$ cat config.mk
export PLATFORM = sky130hd
export DESIGN_NAME = control_sequencer
export DESIGN_NICKNAME = d
export VERILOG_FILES = /design/src/rtl/control_sequencer.sv
export SDC_FILE = /design/constraint.sdc
export NUM_CORES = 1
export LEC_CHECK = 0
export ABC_CLOCK_PERIOD_IN_PS = 1700
export CELL_PAD_IN_SITES_DETAIL_PLACEMENT = 0
export CELL_PAD_IN_SITES_GLOBAL_PLACEMENT = 1
export CORE_UTILIZATION = 25
export CTS_BUF_LIST = sky130_fd_sc_hd__clkbuf_8
export CTS_CLUSTER_DIAMETER = 40
export DETAILED_ROUTE_END_ITERATION = 8
export GPL_TIMING_DRIVEN = 0
export MAX_ROUTING_LAYER = met4
export PLACE_DENSITY_LB_ADDON = 0.1
export SYNTH_ARGS = -nofsm -noshare
export SYNTH_HDL_FRONTEND = slang
export SYNTH_SLANG_ARGS = --single-unit
$ cat constraint.sdc
create_clock -name clk -period 1.7 [get_ports clk]
set_input_delay 0.34 -clock clk [delete_from_list [all_inputs] [get_ports clk]]
set_output_delay 0.34 -clock clk [all_outputs]
set_load 0.05 [all_outputs]
$ cat src/rtl/control_sequencer.sv
// Hard-wired control sequencer for the 32-bit bus datapath: walks T0..T7 per instruction,
// stretching memory steps by MEM_WAIT cycles, with halt and instruction-boundary stop.
module control_sequencer #(
  parameter int unsigned MEM_WAIT = 1,
  parameter logic [4:0]  ADD_OP   = 5'b00011
) (
  input  logic        clk,
  input  logic        clr,
  input  logic [31:0] ir,
  input  logic        con,
  input  logic        stop,
  output logic        read,
  output logic        write,
  output logic        MDRin,
  output logic        MDRout,
  output logic        MARin,
  output logic        IRin,
  output logic        PCin,
  output logic        PCout,
  output logic        incPC,
  output logic        Gra,
  output logic        Grb,
  output logic        Grc,
  output logic        Rin,
  output logic        Rout,
  output logic        BAout,
  output logic        Cout,
  output logic        CONN_in,
  output logic        Yin,
  output logic        Zin,
  output logic        ZLowOut,
  output logic [4:0]  alu_op,
  output logic        run
);

  typedef enum logic [3:0] {
    StT0, StT1, StT2, StT3, StT4, StT5, StT6, StT7, StHalted, StStopped
  } state_e;

  state_e     state_q, state_d;
  logic [2:0] cnt_q, cnt_d;
  // Set by reset: holds the sequencer in T0 with all strobes low for one cycle.
  logic       blank_q, blank_d;

  logic [4:0] opcode;
  logic       is_rtype, is_imm, is_ldi, is_ld, is_st, is_br, is_halt;
  logic       mem_done;
  logic [4:0] imm_op;
  state_e     to_t0;
  logic       unused_ir;

  assign opcode    = ir[31:27];
  assign unused_ir = ^ir[26:0];
  assign is_rtype  = (opcode >= 5'b00011) && (opcode <= 5'b01011);
  assign is_imm    = (opcode >= 5'b01100) && (opcode <= 5'b01110);
  assign is_ldi    = (opcode == 5'b00001);
  assign is_ld     = (opcode == 5'b00000);
  assign is_st     = (opcode == 5'b00010);
  assign is_br     = (opcode == 5'b10010);
  assign is_halt   = (opcode == 5'b11011);
  assign mem_done  = (cnt_q == 3'(MEM_WAIT - 1));
  assign to_t0     = stop ? StStopped : StT0;

  always_comb begin
    unique case (opcode)
      5'b01100: imm_op = 5'b00011;
      5'b01101: imm_op = 5'b00101;
      default:  imm_op = 5'b00110;
    endcase
  end

  always_comb begin
    state_d = state_q;
    cnt_d   = '0;
    blank_d = 1'b0;
    case (state_q)
      StT0: state_d = blank_q ? to_t0 : StT1;
      StT1: begin
        if (mem_done) state_d = StT2;
        else          cnt_d   = cnt_q + 3'd1;
      end
      StT2: state_d = StT3;
      StT3: begin
        if (is_halt) begin
          state_d = StHalted;
        end else if (is_rtype || is_imm || is_ldi || is_ld || is_st || is_br) begin
          state_d = StT4;
        end else begin
          state_d = to_t0;
        end
      end
      StT4: state_d = StT5;
      StT5: state_d = (is_ld || is_st || is_br) ? StT6 : to_t0;
      StT6: begin
        if (is_ld) begin
          if (mem_done) state_d = StT7;
          else          cnt_d   = cnt_q + 3'd1;
        end else if (is_st) begin
          state_d = StT7;
        end else begin
          state_d = to_t0;
        end
      end
      StT7: begin
        if (is_st && !mem_done) cnt_d   = cnt_q + 3'd1;
        else                    state_d = to_t0;
      end
      StHalted:  state_d = StHalted;
      StStopped: state_d = stop ? StStopped : StT0;
      default:   state_d = StT0;
    endcase
  end

  always_ff @(posedge clk) begin
    if (!clr) begin
      state_q <= StT0;
      cnt_q   <= '0;
      blank_q <= 1'b1;
    end else begin
      state_q <= state_d;
      cnt_q   <= cnt_d;
      blank_q <= blank_d;
    end
  end

  assign run = (state_q != StHalted) && (state_q != StStopped);

  always_comb begin
    read    = 1'b0;
    write   = 1'b0;
    MDRin   = 1'b0;
    MDRout  = 1'b0;
    MARin   = 1'b0;
    IRin    = 1'b0;
    PCin    = 1'b0;
    PCout   = 1'b0;
    incPC   = 1'b0;
    Gra     = 1'b0;
    Grb     = 1'b0;
    Grc     = 1'b0;
    Rin     = 1'b0;
    Rout    = 1'b0;
    BAout   = 1'b0;
    Cout    = 1'b0;
    CONN_in = 1'b0;
    Yin     = 1'b0;
    Zin     = 1'b0;
    ZLowOut = 1'b0;
    alu_op  = 5'b00000;
    if (!blank_q) begin
      case (state_q)
        StT0: begin
          PCout = 1'b1;
          MARin = 1'b1;
          incPC = 1'b1;
        end
        StT1: begin
          read  = 1'b1;
          MDRin = 1'b1;
        end
        StT2: begin
          MDRout = 1'b1;
          IRin   = 1'b1;
        end
        StT3: begin
          if (is_rtype || is_imm) begin
            Grb  = 1'b1;
            Rout = 1'b1;
            Yin  = 1'b1;
          end else if (is_ldi || is_ld || is_st) begin
            Grb   = 1'b1;
            BAout = 1'b1;
            Yin   = 1'b1;
          end else if (is_br) begin
            Gra     = 1'b1;
            Rout    = 1'b1;
            CONN_in = 1'b1;
          end
        end
        StT4: begin
          if (is_rtype) begin
            Grc    = 1'b1;
            Rout   = 1'b1;
            Zin    = 1'b1;
            alu_op = opcode;
          end else if (is_imm) begin
            Cout   = 1'b1;
            Zin    = 1'b1;
            alu_op = imm_op;
          end else if (is_ldi || is_ld || is_st) begin
            Cout   = 1'b1;
            Zin    = 1'b1;
            alu_op = ADD_OP;
          end else if (is_br) begin
            PCout = 1'b1;
            Yin   = 1'b1;
          end
        end
        StT5: begin
          if (is_rtype || is_imm || is_ldi) begin
            ZLowOut = 1'b1;
            Gra     = 1'b1;
            Rin     = 1'b1;
          end else if (is_ld || is_st) begin
            ZLowOut = 1'b1;
            MARin   = 1'b1;
          end else if (is_br) begin
            Cout   = 1'b1;
            Zin    = 1'b1;
            alu_op = ADD_OP;
          end
        end
        StT6: begin
          if (is_ld) begin
            read  = 1'b1;
            MDRin = 1'b1;
          end else if (is_st) begin
            Gra   = 1'b1;
            Rout  = 1'b1;
            MDRin = 1'b1;
          end else if (is_br && con) begin
            ZLowOut = 1'b1;
            PCin    = 1'b1;
          end
        end
        StT7: begin
          if (is_ld) begin
            MDRout = 1'b1;
            Gra    = 1'b1;
            Rin    = 1'b1;
          end else if (is_st) begin
            write = 1'b1;
          end
        end
        default: ;
      endcase
    end
  end

endmodule

* After elaboration in Yosys (flattened, before gate mapping)
Index checks and enable logic that the tools add are counted.
** Cells by class
- $add $sub $neg :: 1
- Order comparisons :: 4
- Equal/unequal tests :: 20
- Mux-type cells :: 91
- Reduce and logical (&&, ||, !) cells :: 19
** Operators with widths (number)
- $mux W1 :: 55
- $mux W4 :: 10
- $pmux W4 S10 :: 1
- $pmux W1 S2 :: 10
- $eq A4 B3 Y1 const B :: 4
- $mux W5 :: 3
- $eq A5 B4 Y1 const B :: 2
- $eq A5 B5 Y1 const B :: 2
- $le A5 B4 Y1 const B :: 2
- $pmux W5 S2 :: 1
- $logic_or A1 B1 Y1 :: 9
- $mux W3 :: 3
- $pmux W3 S3 :: 1
- $eq A4 B2 Y1 const B :: 2
- $eq A4 B4 Y1 const B :: 2
- $mux W2 :: 4
- $ne A4 B4 Y1 const B :: 2
- $pmux W3 S2 :: 1
- $eq A5 B1 Y1 const B :: 1
- $eq A5 B2 Y1 const B :: 1
- $ge A5 B2 Y1 const B :: 1
- $ge A5 B4 Y1 const B :: 1
- $logic_and A1 B1 Y1 :: 5
- $logic_not A5 Y1 :: 1
- 10 further kinds :: 11
** Word-level totals
- Bits in registers :: 8
- Input port bits :: 36
- Logic and storage cells :: 138

* Logic depth before layout (Yosys ltp)
- Depth after elaboration :: 10
- Mapped depth :: 6
- Gate-level depth less buffers :: 6

* Worst setup path before layout
Ideal clock, no wire load.
- Kind :: register to output
- Start point :: reg state_q[3]
- End point :: out ZLowOut
- Arrival time :: 2.547 ns
- Slack :: -1.187 ns
- Cell stages (with the launch flop) :: 5
- Path through :: dfxtp_1 buf_2 or3_1 nor3_1 a31o_1
** On the way
- Longest elaborated chain between the ends :: 3
- Elaborated cells on any way between the ends :: 4
- Classes of those cells :: eq/ne (2); mux (2)
** Ends and longest elaborated chain
- start: declaration :: line 40 : state_e state_q, state_d;
- start signal: assignment :: line 116 : state_q <= StT0;
- start signal: assignment :: line 120 : state_q <= state_d;
- $eq A4 B3 Y1 :: line 151 : case (state_q)
- $pmux W1 S2 (*) :: line 151
- $mux W1 (*) :: line 150 : if (!blank_q) begin
- end: declaration :: line 31 : output logic ZLowOut,
Mark *: on every way between the ends. The rest lies on a longest branch, timed or not.

* Final worst setup path
- Start point :: reg state_q[3]
- End point :: out Gra
** On the way
- Longest elaborated chain between the ends :: 3
- Elaborated cells on any way between the ends :: 6
- Classes of those cells :: eq/ne (4); mux (2)
** Ends and longest elaborated chain
- $eq A4 B3 Y1 / $eq A4 B2 Y1 (equally long branches) :: line 151
- $pmux W1 S4 (*) :: line 151
- $mux W1 (*) :: line 150
- end: declaration :: line 21 : output logic Gra,
Marked as above.

==> results list <==
- Source-to-sink clock delay at the later pin of the worst-skew pair: 0.22 ns
- For this run, the leading register cell type out of synthesis is dfxtp_1.
- After routing the design area is 2723 sq um.
- For the final database, setup skew stands at 0.002722 ns.
- The number of buffers and inverters on the critical path is 2.
* Register-to-Register Path Depth: 6
- Yosys printed 0 warnings.
* Netlist Area Pre-Place: 1237 sq um
- Setup slack on the critical path of the routed design comes to -0.3022 ns.
- At the worst endpoint, the arrival time is 1.66 ns.
* Clock-pin slew of the registers on the worst-case setup and hold paths: 0.04 ns
- Unrepaired setup endpoints after global routing: yes
- Logic depth of the worst path, buffers included: 6
- For this block, the initial DRC count from the detailed router was 80.
- Met3 routed wirelength: 178 um
- Area fraction of the dominant cell type after synthesis: 12.94%
- Drt drc: 0
- Across the VDD grid, the largest voltage drop is 0.0003182 V.
- The number of antenna diodes in the final layout is 0.
- The die covers 5235 sq um.
* Number of library cell types mapped by synthesis: 64
- Count of boundary I/O pins: 62
- Kind of critical path: flop to output port
* Final weighted congestion in routability-driven placement: 0.8488
- Seq/Total Area, Yosys: 12.94%
- Worst Hold Class: flop to flop
- TritonCTS sink count: 8
* Delay contributed by the slowest stage of the critical path: 0.35 ns
- After legalization and detailed placement, the total HPWL measured 3.410 mm.
- In this run, post-CTS hold repair placed 0 buffers.
* Num rows: 25
- Once detail routing completed, the nets flagged for antenna violations numbered 0.
* Leading cell types by total area after synthesis: dfxtp_1 13%, nand2_1 4.6%, nand3_1 4.4%
- Clock tree synthesis selected as its root buffer the cell clkbuf_8.
- Total Routed Length: 5.030 mm
- After floorplanning, the core was sized to cover 4755 sq um.
- PD cells: 461.2 nW/um^2
* Maximum level of the CTS H-tree: 1
* Period Utilization, post-route: 117.8%
* Count of max-cap constraint violations: 0
* Highest routed layer: met4
- Design Power: 1.256 mW
- Buffers inserted during clock tree synthesis total 3.
* CTS tree: yes
- Proportion of synthesized flip-flops having asynchronous set or reset: 0%
- Before CTS, the worst setup slack after placement is -1.436 ns.
- Timing would allow up to 499.5 MHz.
* Number of flops mapped to enable cells by yosys: 0
* Vias per std cell: 5.163
- Before antenna repair, the detailed router went through 4 iterations.
- Startpoint Class: flop
- Along the worst hold path, the cell count comes to 1.
- Of all cell types, the one taking the most synthesized area is dfxtp_1.
- Quantity of I/O buffers inserted on ports: 32
* Status: finished, violations left
- All-Layer GR Usage: 20.02%
* Reported leakage power: 1.046 nW
- The critical path goes through buf_8 -> nand2b_4 -> nor4b_4 -> nand3_2 -> a31oi_4 -> buf_6.
- In the final routed layout, each cell accounts on average for 16.12 um.
* Number of global-route vias before repair: 1614
* Global-route wire length before repair: 8.004 mm
- Once the floorplan was initialized, standard cells occupied 26.03% of the core.
- Mapped Avg Cell Area: 7.279 sq um
- Required time of the critical path: 1.36 ns
* Die Height: 72.36 um
- The worst setup path is captured at an output port.
- Among cell families on the critical path, the largest total delay comes from simple AND/OR/NAND/NOR gates.
- The detailed router placed 1611 vias in this run.
- Final setup violating endpoints: 27
* TNS Setup: -4.798 ns
- Share of layout cells above drive strength 1: 66.53%
- Number of buffers on the longest clock path: 2
- At the end of the flow, the number of nets in the layout was 285.
- Flip-flop and latch count after synthesis: 8
- For this design, the slowest cell found on the critical path is dfxtp_4.
* Final hold violation count: 0
- Wire segments on met2 add up to 2.601 mm in the final route.
- In this run the horizontal extent of the chip is 72.36 um.
* Failing checks: setup timing
* Largest driver fanout on the critical path: 4
* Syn Inst Count: 170
- The initial antenna violation count is 0.
- The number of nets handed over by synthesis was 208.
- The number of slew-limit violations in the final report came to 0.
* GRT Residual Overflow: 0
* Shortest period the worst path allows: 2.002 ns
- Synth-to-layout area growth: 120.0%
- Total cell area at the placement stage: 2013 sq um
- Pin count of the biggest net entering global routing: 11
* Wire length on met1: 2.185 mm
## kinds of logic after synthesis
group,share of synthesized area [%]
and+or+nand+nor,42.47
AOI/OAI and AO/OA,27.81
buffers and inverters,10.82
DFF,12.94
xor gates and xnor gates,2.832
adders and majority gates,2.831
other,0.3030
## metrics by stage
stage                     utilization, %  hold WS (ns)  std cells
after floorplan                        -        0.4421        170
after global placement             42.34        0.4558        269
after detailed placement           42.34        0.4709        269
after CTS                          54.82        0.4808        306
after global routing               57.26        0.5019        312
final                              57.26        0.4834        312
## final cells by class
| type | instances | area, sq um |
|---|---|---|
| clock buffers | 3 | 41.29 |
| flip-flops and latches | 8 | 176.4 |
| repair buffers | 72 | 714.4 |
| plain buffers | 17 | 267.8 |
| inverters | 6 | 22.52 |
| multi-input cells | 139 | 1416 |
| fillers | 431 | 2032 |
| well taps | 67 | 83.83 |
## placed cells by master, fill, tap and decap left out, types with 4 or more instances in the layout
cell / Yosys / routed
a21oi_1: 10 / 5
a21oi_4: 0 / 5
and3_4: 0 / 4
buf_4: 3 / 32
buf_6: 4 / 31
buf_8: 0 / 15
clkbuf_8: 0 / 4
dfxtp_4: 0 / 4
inv_1: 6 / 6
nand2_1: 15 / 11
nand3_1: 11 / 5
nand3_4: 0 / 4
nor2_1: 11 / 4
nor2_4: 1 / 8
nor3_4: 0 / 5
o21ai_0: 8 / 4
## path summary, 6_finish.rpt
check,start,endpoint,slack (ns)
worst min register to register,cnt_q[0]$_SDFF_PN0_,cnt_q[0]$_SDFF_PN0_,0.48
worst max register to register,state_q[3]$_SDFFE_PN0P_,state_q[0]$_SDFFE_PN0P_,-0.02
worst max-delay path,state_q[3]$_SDFFE_PN0P_,Gra,-0.30
worst min-delay path,cnt_q[0]$_SDFF_PN0_,cnt_q[0]$_SDFF_PN0_,0.48
## registers in the layout, summed over array words and instances, names as in the netlist
signal   flops
blank_q      1
state_q      4
cnt_q        3
## metal layers
layer  vias up  track usage [%]
li1        777                -
met3         5           0.9722
met4         0            7.190
met5         -                -
met1       775            24.18
met2        54            35.20
## Yosys cell counts (3+ instances only)
| cell type | count |
|---|---|
| nand2b_1 | 5 |
| o21ai_0 | 8 |
| nand2_1 | 15 |
| nand3_1 | 11 |
| nor3_2 | 4 |
| a21oi_1 | 10 |
| buf_4 | 3 |
| nor2_1 | 11 |
| nor3_1 | 4 |
| and3_1 | 6 |
| nor2b_1 | 4 |
| or3_1 | 3 |
| dfxtp_1 | 8 |
| buf_2 | 5 |
| inv_1 | 6 |
| clkbuf_1 | 4 |
| a22oi_1 | 3 |
| buf_6 | 4 |
| xnor2_1 | 3 |
## where the power goes
part | total (mW) | switching [mW] | internal, mW | leakage (nW)
registers | 0.220 | 0.0183 | 0.202 | 0.0682
logic | 0.813 | 0.424 | 0.389 | 0.956
clock network | 0.223 | 0.0699 | 0.153 | 0.0216
## repair_timing
item / 4_1_cts / 5_1_grt
endpoints found under the hold margin: 0 / 0
pin swaps: 36 / 18
setup buffers: 35 / 6
resized for setup: 263 / 17
cloned: 1 / 0
endpoints found under the setup margin: 32 / 30
(Power assumes the default switching activity.)
